`src/rtl/bcd_alu_pkg.sv`:
```
// Shared constants for the packed-BCD arithmetic unit: opcodes and digit sizing.
package bcd_alu_pkg;

   localparam logic [1:0] OP_HOLD = 2'b00;
   localparam logic [1:0] OP_ADD  = 2'b01;
   localparam logic [1:0] OP_SUB  = 2'b10;
   localparam logic [1:0] OP_RSV  = 2'b11;

   localparam int BCD_DIGIT_W        = 4;
   localparam int DEFAULT_NUM_DIGITS = 4;

endpackage

```
`src/rtl/bcd_alu_digit_adder.sv`:
```
// Single BCD digit adder: binary sum with carry in, +6 correction above 9.
module bcd_digit_adder
   import bcd_alu_pkg::*;
(
   input  logic [BCD_DIGIT_W-1:0] a,
   input  logic [BCD_DIGIT_W-1:0] b,
   input  logic                   cin,
   output logic [BCD_DIGIT_W-1:0] sum,
   output logic                   cout
);

   logic [BCD_DIGIT_W:0] bin_sum;
   logic [BCD_DIGIT_W:0] adj_sum;

   assign bin_sum = {1'b0, a} + {1'b0, b} + {{BCD_DIGIT_W{1'b0}}, cin};
   assign adj_sum = bin_sum + 5'd6;

   always_comb begin
      sum  = bin_sum[BCD_DIGIT_W-1:0];
      cout = 1'b0;
      if (bin_sum > 5'd9) begin
         sum  = adj_sum[BCD_DIGIT_W-1:0];
         cout = 1'b1;
      end
   end

endmodule

```
`src/rtl/bcd_alu.sv`:
```
// Registered packed-BCD add/subtract unit with sign/overflow flag.
// Optional input digit validation is enabled by defining BCD_ALU_DIGIT_CHECK_EN.
module bcd_alu
   import bcd_alu_pkg::*;
#(
   parameter int NUM_DIGITS = DEFAULT_NUM_DIGITS
)(
   input  logic                              clk,
   input  logic                              clear,
   input  logic [BCD_DIGIT_W*NUM_DIGITS-1:0] bcd1,
   input  logic [BCD_DIGIT_W*NUM_DIGITS-1:0] bcd2,
   input  logic [1:0]                        op_selected,
   output logic [BCD_DIGIT_W*NUM_DIGITS-1:0] bcd_out,
   output logic                              special_signal
);

   localparam int W = BCD_DIGIT_W*NUM_DIGITS;

   logic            is_add;
   logic            is_sub;
   logic [NUM_DIGITS:0] c1;
   logic [NUM_DIGITS:0] c2;
   logic [W-1:0]    b_sel;
   logic [W-1:0]    raw;
   logic [W-1:0]    raw_comp;
   logic [W-1:0]    mag;
   logic            cmp_carry_unused;
   logic [W-1:0]    res_next;
   logic            flag_next;
   logic [W-1:0]    bcd_out_reg;
   logic            flag_reg;

   assign is_add = (op_selected == OP_ADD);
   assign is_sub = (op_selected == OP_SUB);

   // Subtraction is A + 9's(B) + 1; the carry out of the top digit means A >= B.
   assign c1[0] = is_sub;
   assign c2[0] = 1'b1;

   generate
      for (genvar gi = 0; gi < NUM_DIGITS; gi++) begin : g_main
         assign b_sel[gi*BCD_DIGIT_W +: BCD_DIGIT_W] = is_sub ?
            (4'd9 - bcd2[gi*BCD_DIGIT_W +: BCD_DIGIT_W]) :
            bcd2[gi*BCD_DIGIT_W +: BCD_DIGIT_W];
         bcd_digit_adder u_add (
            .a    (bcd1[gi*BCD_DIGIT_W +: BCD_DIGIT_W]),
            .b    (b_sel[gi*BCD_DIGIT_W +: BCD_DIGIT_W]),
            .cin  (c1[gi]),
            .sum  (raw[gi*BCD_DIGIT_W +: BCD_DIGIT_W]),
            .cout (c1[gi+1])
         );
      end

      // Ten's complement of the raw difference gives the magnitude when A < B.
      for (genvar gi = 0; gi < NUM_DIGITS; gi++) begin : g_comp
         assign raw_comp[gi*BCD_DIGIT_W +: BCD_DIGIT_W] =
            4'd9 - raw[gi*BCD_DIGIT_W +: BCD_DIGIT_W];
         bcd_digit_adder u_cmp (
            .a    (4'd0),
            .b    (raw_comp[gi*BCD_DIGIT_W +: BCD_DIGIT_W]),
            .cin  (c2[gi]),
            .sum  (mag[gi*BCD_DIGIT_W +: BCD_DIGIT_W]),
            .cout (c2[gi+1])
         );
      end
   endgenerate

   assign cmp_carry_unused = c2[NUM_DIGITS];

`ifdef BCD_ALU_DIGIT_CHECK_EN
   logic [2*NUM_DIGITS-1:0] nib_bad;
   generate
      for (genvar gi = 0; gi < NUM_DIGITS; gi++) begin : g_check
         assign nib_bad[2*gi]   = (bcd1[gi*BCD_DIGIT_W +: BCD_DIGIT_W] > 4'd9);
         assign nib_bad[2*gi+1] = (bcd2[gi*BCD_DIGIT_W +: BCD_DIGIT_W] > 4'd9);
      end
   endgenerate
`endif

   always_comb begin
      res_next  = raw;
      flag_next = c1[NUM_DIGITS];
      if (is_sub) begin
         res_next  = c1[NUM_DIGITS] ? raw : mag;
         flag_next = ~c1[NUM_DIGITS];
      end
`ifdef BCD_ALU_DIGIT_CHECK_EN
      if (|nib_bad) begin
         res_next  = '0;
         flag_next = 1'b1;
      end
`endif
   end

   always_ff @(posedge clk) begin
      if (clear) begin
         bcd_out_reg <= '0;
         flag_reg    <= 1'b0;
      end else if (is_add || is_sub) begin
         bcd_out_reg <= res_next;
         flag_reg    <= flag_next;
      end
   end

   assign bcd_out        = bcd_out_reg;
   assign special_signal = flag_reg;

endmodule

```
`config.mk`:
```
export PLATFORM = sky130hd
export DESIGN_NAME = bcd_alu
export DESIGN_NICKNAME = d
export VERILOG_FILES = /design/src/rtl/bcd_alu_pkg.sv /design/src/rtl/bcd_alu_digit_adder.sv /design/src/rtl/bcd_alu.sv
export SDC_FILE = /design/constraint.sdc
export NUM_CORES = 1
export LEC_CHECK = 0
export CORE_UTILIZATION = 54
export CTS_BUF_LIST = sky130_fd_sc_hd__clkbuf_4 sky130_fd_sc_hd__clkbuf_8 sky130_fd_sc_hd__clkbuf_16
export CTS_CLUSTER_SIZE = 12
export DETAILED_ROUTE_END_ITERATION = 7
export MAX_ROUTING_LAYER = met4
export PLACE_DENSITY = 0.89
export SLEW_MARGIN = 10
export SYNTH_ARGS = -nofsm -noshare
export SYNTH_HDL_FRONTEND = slang
export SYNTH_SLANG_ARGS = --single-unit
```
`constraint.sdc`:
```
create_clock -name clk -period 13.1 [get_ports clk]
set_input_delay 2.62 -clock clk [delete_from_list [all_inputs] [get_ports clk]]
set_output_delay 2.62 -clock clk [all_outputs]
set_load 0.02 [all_outputs]
```
; Yosys cells after proc, flatten, opt, wreduce, memory -nomap -nowiden
; Cells that the tools add are included.
[word_totals]
reg_bits = 17
elab_cells = 64
inputBits = 36
out_inout_bits = 17
[op_classes]
mux = 22
magnitude_cmp = 8
n_eq_ne = 2
n_reduce_logical = 1
bitwise = 1
addsub = 28
[op_table]
columns = op, n
row1 = 2-to-1 mux 4 bit, 12
row2 = "greater-than comparator 5 x 4 -> 1 bit, second input constant", 8
row3 = "adder 4 x 3 -> 4 bit, second input constant", 8
row4 = 2-to-1 mux 16 bit, 2
row5 = "subtractor 4 bit, first input constant", 8
row6 = adder 4 x 4 -> 5 bit, 4
row7 = adder 5 x 1 -> 5 bit, 4
row8 = adder 4 x 1 -> 5 bit, 3
row9 = 2-to-1 mux 1 bit, 8
row10 = "adder 4 x 1 -> 5 bit, second input constant", 1
row11 = "equality test 2 x 1 -> 1 bit, second input constant", 1
row12 = "equality test 2 bit, second input constant", 1
row13 = logical OR 1 bit, 1
row14 = inverter 1 bit, 1

; Logic depth before layout (Yosys ltp)
; Gate-level depths: netlist of the first run.
[logic_depth]
depth_word = 21
mapped_depth = 50
mapped_depth_nobuf = 48

; Hierarchy
; A second synthesis of the first run with hierarchy kept.
[hier_totals]
cells_unflattened = 331
area_unflattened_um2 = 2930.3
[by_module_without_submodules]
columns = module, n_inst, area_per_inst_um2, cells_per_inst, seq_area_each_um2
row1 = bcd_digit_adder, 8, 211.5, 22, 0.0
row2 = bcd_alu, 1, 1238.7, 155, 340.3

; Least setup slack after synthesis of the first run
; No wires, ideal clock.
[synth_timing]
kind = input port to flip-flop
from = in op_selected[0]
to = reg bcd_out_reg[14] (netlist: bcd_out[14])
setup_time_ps = 95
required_ps = 13005
t_arrival_ps = 10902
path_buffers = 3
setup_slack_ps = 2102
cell_stages = 40
path_cell_list = inv_1 -> ha_1 -> clkbuf_1 -> clkbuf_1 -> o21ai_0 -> ha_1 -> xnor2_1 -> ha_1 -> a21oi_1 -> nand2_1 -> nand2_1 -> fa_1 -> fa_1 -> xnor2_1 -> and2_0 -> clkbuf_1 -> o21ai_0 -> fa_1 -> [4 not listed] -> a21o_1 -> a32o_1 -> ha_1 -> xor2_1 -> ha_1 -> a32o_1 -> o21ai_0 -> mux2i_1 -> inv_1 -> ha_1 -> ha_1 -> xor2_1 -> ha_1 -> nand2b_1 -> nor2b_1 -> a22oi_1 -> o31a_1 -> a221oi_1
[synth_via]
elab_chain_len = 21
elab_cells_between_ends = 50
cone_classes = add/sub: 21 / order compare: 8 / eq/ne: 2 / mux: 18 / reduce/logical: 1
[synth_lines]
columns = element, line
row1 = from (decl), bcd_alu.sv:12  ; input logic [1:0] op_selected,
row2 = equality test 2 bit, bcd_alu.sv:34  ; assign is_sub = (op_selected == OP_SUB);
row3 = 2-to-1 mux 4 bit, bcd_alu.sv:42  ; assign b_sel[gi*BCD_DIGIT_W +: BCD_DIGIT_W] = is_sub ?
row4 = adder 4 x 4 -> 5 bit, bcd_alu_digit_adder.sv:15  ; assign bin_sum = {1'b0, a} + {1'b0, b} + {{BCD_DIGIT_W{1'b0}}, cin};
row5 = adder 5 x 1 -> 5 bit, bcd_alu_digit_adder.sv:15
row6 = greater-than comparator 5 x 4 -> 1 bit / adder 4 x 3 -> 4 bit (equally long branches), "bcd_alu_digit_adder.sv:21, bcd_alu_digit_adder.sv:16"
row7 = 2-to-1 mux 1 bit / 2-to-1 mux 4 bit (equally long branches), bcd_alu_digit_adder.sv:21  ; if (bin_sum > 5'd9) begin
row8 = adder 5 x 1 -> 5 bit / subtractor 4 bit (equally long branches), "bcd_alu_digit_adder.sv:15, bcd_alu.sv:57"
row9 = greater-than comparator 5 x 4 -> 1 bit (tied with other cells), bcd_alu_digit_adder.sv:21
row10 = [5 not listed], n/a
row11 = adder 4 x 3 -> 4 bit (tied with other cells), bcd_alu_digit_adder.sv:16  ; assign adj_sum = bin_sum + 5'd6;
row12 = 2-to-1 mux 4 bit / greater-than comparator 5 x 4 -> 1 bit (equally long branches), bcd_alu_digit_adder.sv:21
row13 = subtractor 4 bit / 2-to-1 mux 1 bit (equally long branches), "bcd_alu.sv:57, bcd_alu_digit_adder.sv:21"
row14 = adder 4 x 1 -> 5 bit, bcd_alu_digit_adder.sv:15
row15 = adder 4 x 3 -> 4 bit / greater-than comparator 5 x 4 -> 1 bit (equally long branches), "bcd_alu_digit_adder.sv:16, bcd_alu_digit_adder.sv:21"
row16 = 2-to-1 mux 4 bit, bcd_alu_digit_adder.sv:21
row17 = 2-to-1 mux 16 bit, bcd_alu.sv:84  ; res_next = c1[NUM_DIGITS] ? raw : mag;
row18 = 2-to-1 mux 16 bit, bcd_alu.sv:83  ; if (is_sub) begin
row19 = to (signal assigned), bcd_alu.sv:100  ; bcd_out_reg <= res_next;
row20 = to (decl), bcd_alu.sv:30  ; logic [W-1:0] bcd_out_reg;
; Parallel ways exist; a longest one is shown, timed or not.
; A chain may end at the register's enable or synchronous reset.

; Worst setup path after layout of the first run
; Ends and elaborated chain as after synthesis.

==> key figures, run 1 <==
Status
  – Status: finished, final reports clean

Worst setup path
  – Critical Path Source Type: input port
  – CP max FO: 13
  – CP Class: input port to flop
  – Cells on worst reg2reg path: 3
  – Req. time, crit path: 13.25 ns
  – Worst path max stage delay: 0.45 ns
  – Most frequent CP cell: ha_1
  – CP endpoint kind: flop
  – CP arrival: 12.08 ns
  – Slowest-stage cell, CP: clkdlybuf4s50_1

Global route
  – First-pass GRT wire length: 11500 um
  – Total grt overflow: 0
  – Initial antenna violation count: 0
  – Largest net degree at the start of global routing: 35
  – Overall routing resource usage: 26.6%
  – Vias in the first global route: 2715

Timing
  – Period utilization: 91.0%
  – Worst relative slew slack: 29.4%
  – Final hold violation count: 0
  – Fin crit period: 11.93 ns
  – Clock skew: 0 ns
  – Setup TNS: 0 ns
  – Worst slew pin tran: 1.06 ns
  – Setup violations, final: 0
  – Fmax: 83.9 MHz
  – Final Max Tran Viols: 0
  – RSZ-0062 raised after global routing: false

Clock tree
  – Post_cts resized: 0
  – CTS tree: yes
  – Number of H-tree levels: 1
  – Longest Clk Path Bufs: 2
  – Post CTS Setup Buffer Count: 0
  – Clock-pin slew on the worst setup and hold paths: 0.07 ns
  – Cts bufs inserted: 3
  – CTS Hold Bufs: 0
  – Skew-Pair Late Insertion Delay: 0.25 ns
  – Clk sinks: 17
  – Root buf cell: clkbuf_8

Placed design
  – I/O Buffers: 52
  – Routability Congestion: 0.873
  – Placed Instances: 475
  – Detailed Place HPWL: 5660 um

Floorplanning
  – Chip Width: 75.5 um
  – Initial Util: 56.7%
  – Die area: 5700 um^2
  – Core box area: 5140 um^2
  – I/O pin count: 53
  – Row cnt: 26
  – Die H: 75.5 um

Route
  – Drt initial violations: 96
  – Vias after detailed routing: 2735
  – # DRC: 0
  – First-pass DRT Iterations: 4
  – WL final: 6950 um
  – Wire per inst: 14.5 um
  – ANT nets after route: 0
  – Via-per-instance ratio: 5.71

Final layout
  – Final net count: 497
  – # fillers: 427
  – # diodes: 0
  – Most common cell after layout, fill and taps aside: clkdlybuf4s50_1
  – Max FFs per register: 16
  – Storage cell area: 340 um^2
  – Multi-input gate area: 2390 um^2
  – Commonest cells after routing, fill and taps aside: clkdlybuf4s50_1, ha_1, inv_1, nand2_1, a21oi_1
  – P&R area growth vs syn: 21.7%
  – Finished Layout Cells: 479
  – Share of layout cells above drive strength 1: 5.87%

Logic synthesis
  – Synthesized area: 2920 um^2
  – Post-synth cell types: 61
  – #FFs+latches synth: 17
  – Largest family of logic cells by synthesized area: adder cells
  – Most common flop cell mapped by yosys: dfxtp_1
  – Post-synthesis mux area share: 6.95%
  – Post-synth EDFFs: 0
  – Ys Warns: 0
  – Synth Area in Adders: 23.7%
  – Synth Instances: 361
  – Mean area per synthesized cell: 8.08 um^2
  – Xor/xnor share of the synthesized area: 11.2%
  – Synth top area share: 18.9%
  – Post-Synth Simple-Gate Area: 18.5%
  – Top cell type by total area after synthesis: ha_1
  – Synth Area in Compound Gates: 21.8%
  – Synth top area cells: ha_1, dfxtp_1, xnor2_1
  – Ys async rst share: 0%
  – Synthesized Nets: 448
  – Post-synthesis sequential area ratio: 11.7%

Power and ir drop
  – Maximum vdd drop: 0.144 mV
  – Pwr dens: 226 nW/um^2
  – Leakage: 0.00161 uW

Run
  – Max-cap viol count: 0

Min path
  – Worst Hold Class: flop to flop
  – Hold Crit Depth: 2
-- path summary, 6_finish.rpt --
path / slack (ns) / to / from
setup reg to reg: 12.15 / bcd_out[1]$_SDFFE_PP0P_ / bcd_out[1]$_SDFFE_PP0P_
hold reg to reg: 0.48 / bcd_out[14]$_SDFFE_PP0P_ / bcd_out[14]$_SDFFE_PP0P_
setup / recovery: 1.17 / bcd_out[14]$_SDFFE_PP0P_ / op_selected[0]
hold / removal: 0.48 / bcd_out[14]$_SDFFE_PP0P_ / bcd_out[14]$_SDFFE_PP0P_
-- cell usage after synthesis (3+ instances only) --
cell and n:
nor2b_1 10, fa_1 7, dfxtp_1 17, a221o_1 3, nor2_1 26, a31oi_1 3
o21a_1 3, clkbuf_1 8, xor2_1 9, nand2_1 30, ha_1 44, and2_1 8
and3_1 3, a21oi_1 27, nor3_1 6, mux2i_1 9, o21ai_0 18, a32o_1 3
a211oi_1 3, a221oi_1 4, nand2b_1 6, a21o_1 9, inv_1 37, xnor2_1 20
-- per-layer routing --
layer / global-route usage [%] / part of all wire [%]
met5: - / 0
met1: 29.1 / 42
met3: 2.25 / 3.7
met4: 8.02 / 1.1
met2: 50.9 / 53
-- cell type report --
cell class / count / share of cell area [%]
tap: 70 / 2.47
sequential: 17 / 9.59
inverter: 38 / 4.02
timing repair buffer: 54 / 15.1
multi-input combinational: 296 / 67.5
clock buffer: 3 / 1.16
clock inverter: 1 / 0.141
-- worst max-delay path, delay by kind of cell --
| kind | cells | cell delay, ns |
|---|---|---|
| xor gates and xnor gates | 5 | 1.32 |
| muxes | 2 | 0.66 |
| buffers and inverters | 3 | 0.57 |
| AOI/OAI and AO/OA | 9 | 1.66 |
| adders and majority gates | 13 | 4.24 |
| and+or+nand+nor | 6 | 0.99 |
-- kinds of logic after synthesis --
logic type | Yosys count
buffers and inverters | 48
flip-flops | 17
multiplexers | 15
AND/OR/NAND/NOR | 106
AO/OA/AOI/OAI | 91
XOR/XNOR | 33
adder cells (fa/ha/maj) | 51
-- report_power, final --
part	total (uW)	switching [uW]	internal [uW]
Combinational	689	387	302
Sequential	70.5	6.70	63.8
Clock	42.1	20.9	21.2
-- through the flow --
stage / area (um^2) / hold WS, ns / utilization, % / setup WS (ns) / total power [uW]
4_1_cts: 3550 / 0.472 / 69.0 / 1.21 / 795
2_1_floorplan: 2920 / 0.547 / - / 2.10 / 592
5_1_grt: 3550 / 0.536 / 69.0 / 0.303 / 886
6_report: 3550 / 0.475 / 69.0 / 1.17 / 802
3_3_place_gp: 3500 / 0.468 / 68.1 / 1.46 / 704
3_5_place_dp: 3500 / 0.465 / 68.1 / 0.957 / 742
Note: power is estimated with default switching activity, not from simulation.
==> inputs of run 2 (changes only) <==
--- a/config.mk
+++ b/config.mk
@@ -7,7 +7,7 @@
 export LEC_CHECK = 0
 export CORE_UTILIZATION = 54
 export CTS_BUF_LIST = sky130_fd_sc_hd__clkbuf_4 sky130_fd_sc_hd__clkbuf_8 sky130_fd_sc_hd__clkbuf_16
-export CTS_CLUSTER_SIZE = 12
+export CTS_CLUSTER_SIZE = 10
 export DETAILED_ROUTE_END_ITERATION = 7
 export MAX_ROUTING_LAYER = met4
 export PLACE_DENSITY = 0.89
==> results of run 2 <==
Same layout as run 1: the final DEF is identical, and so are final timing and power.
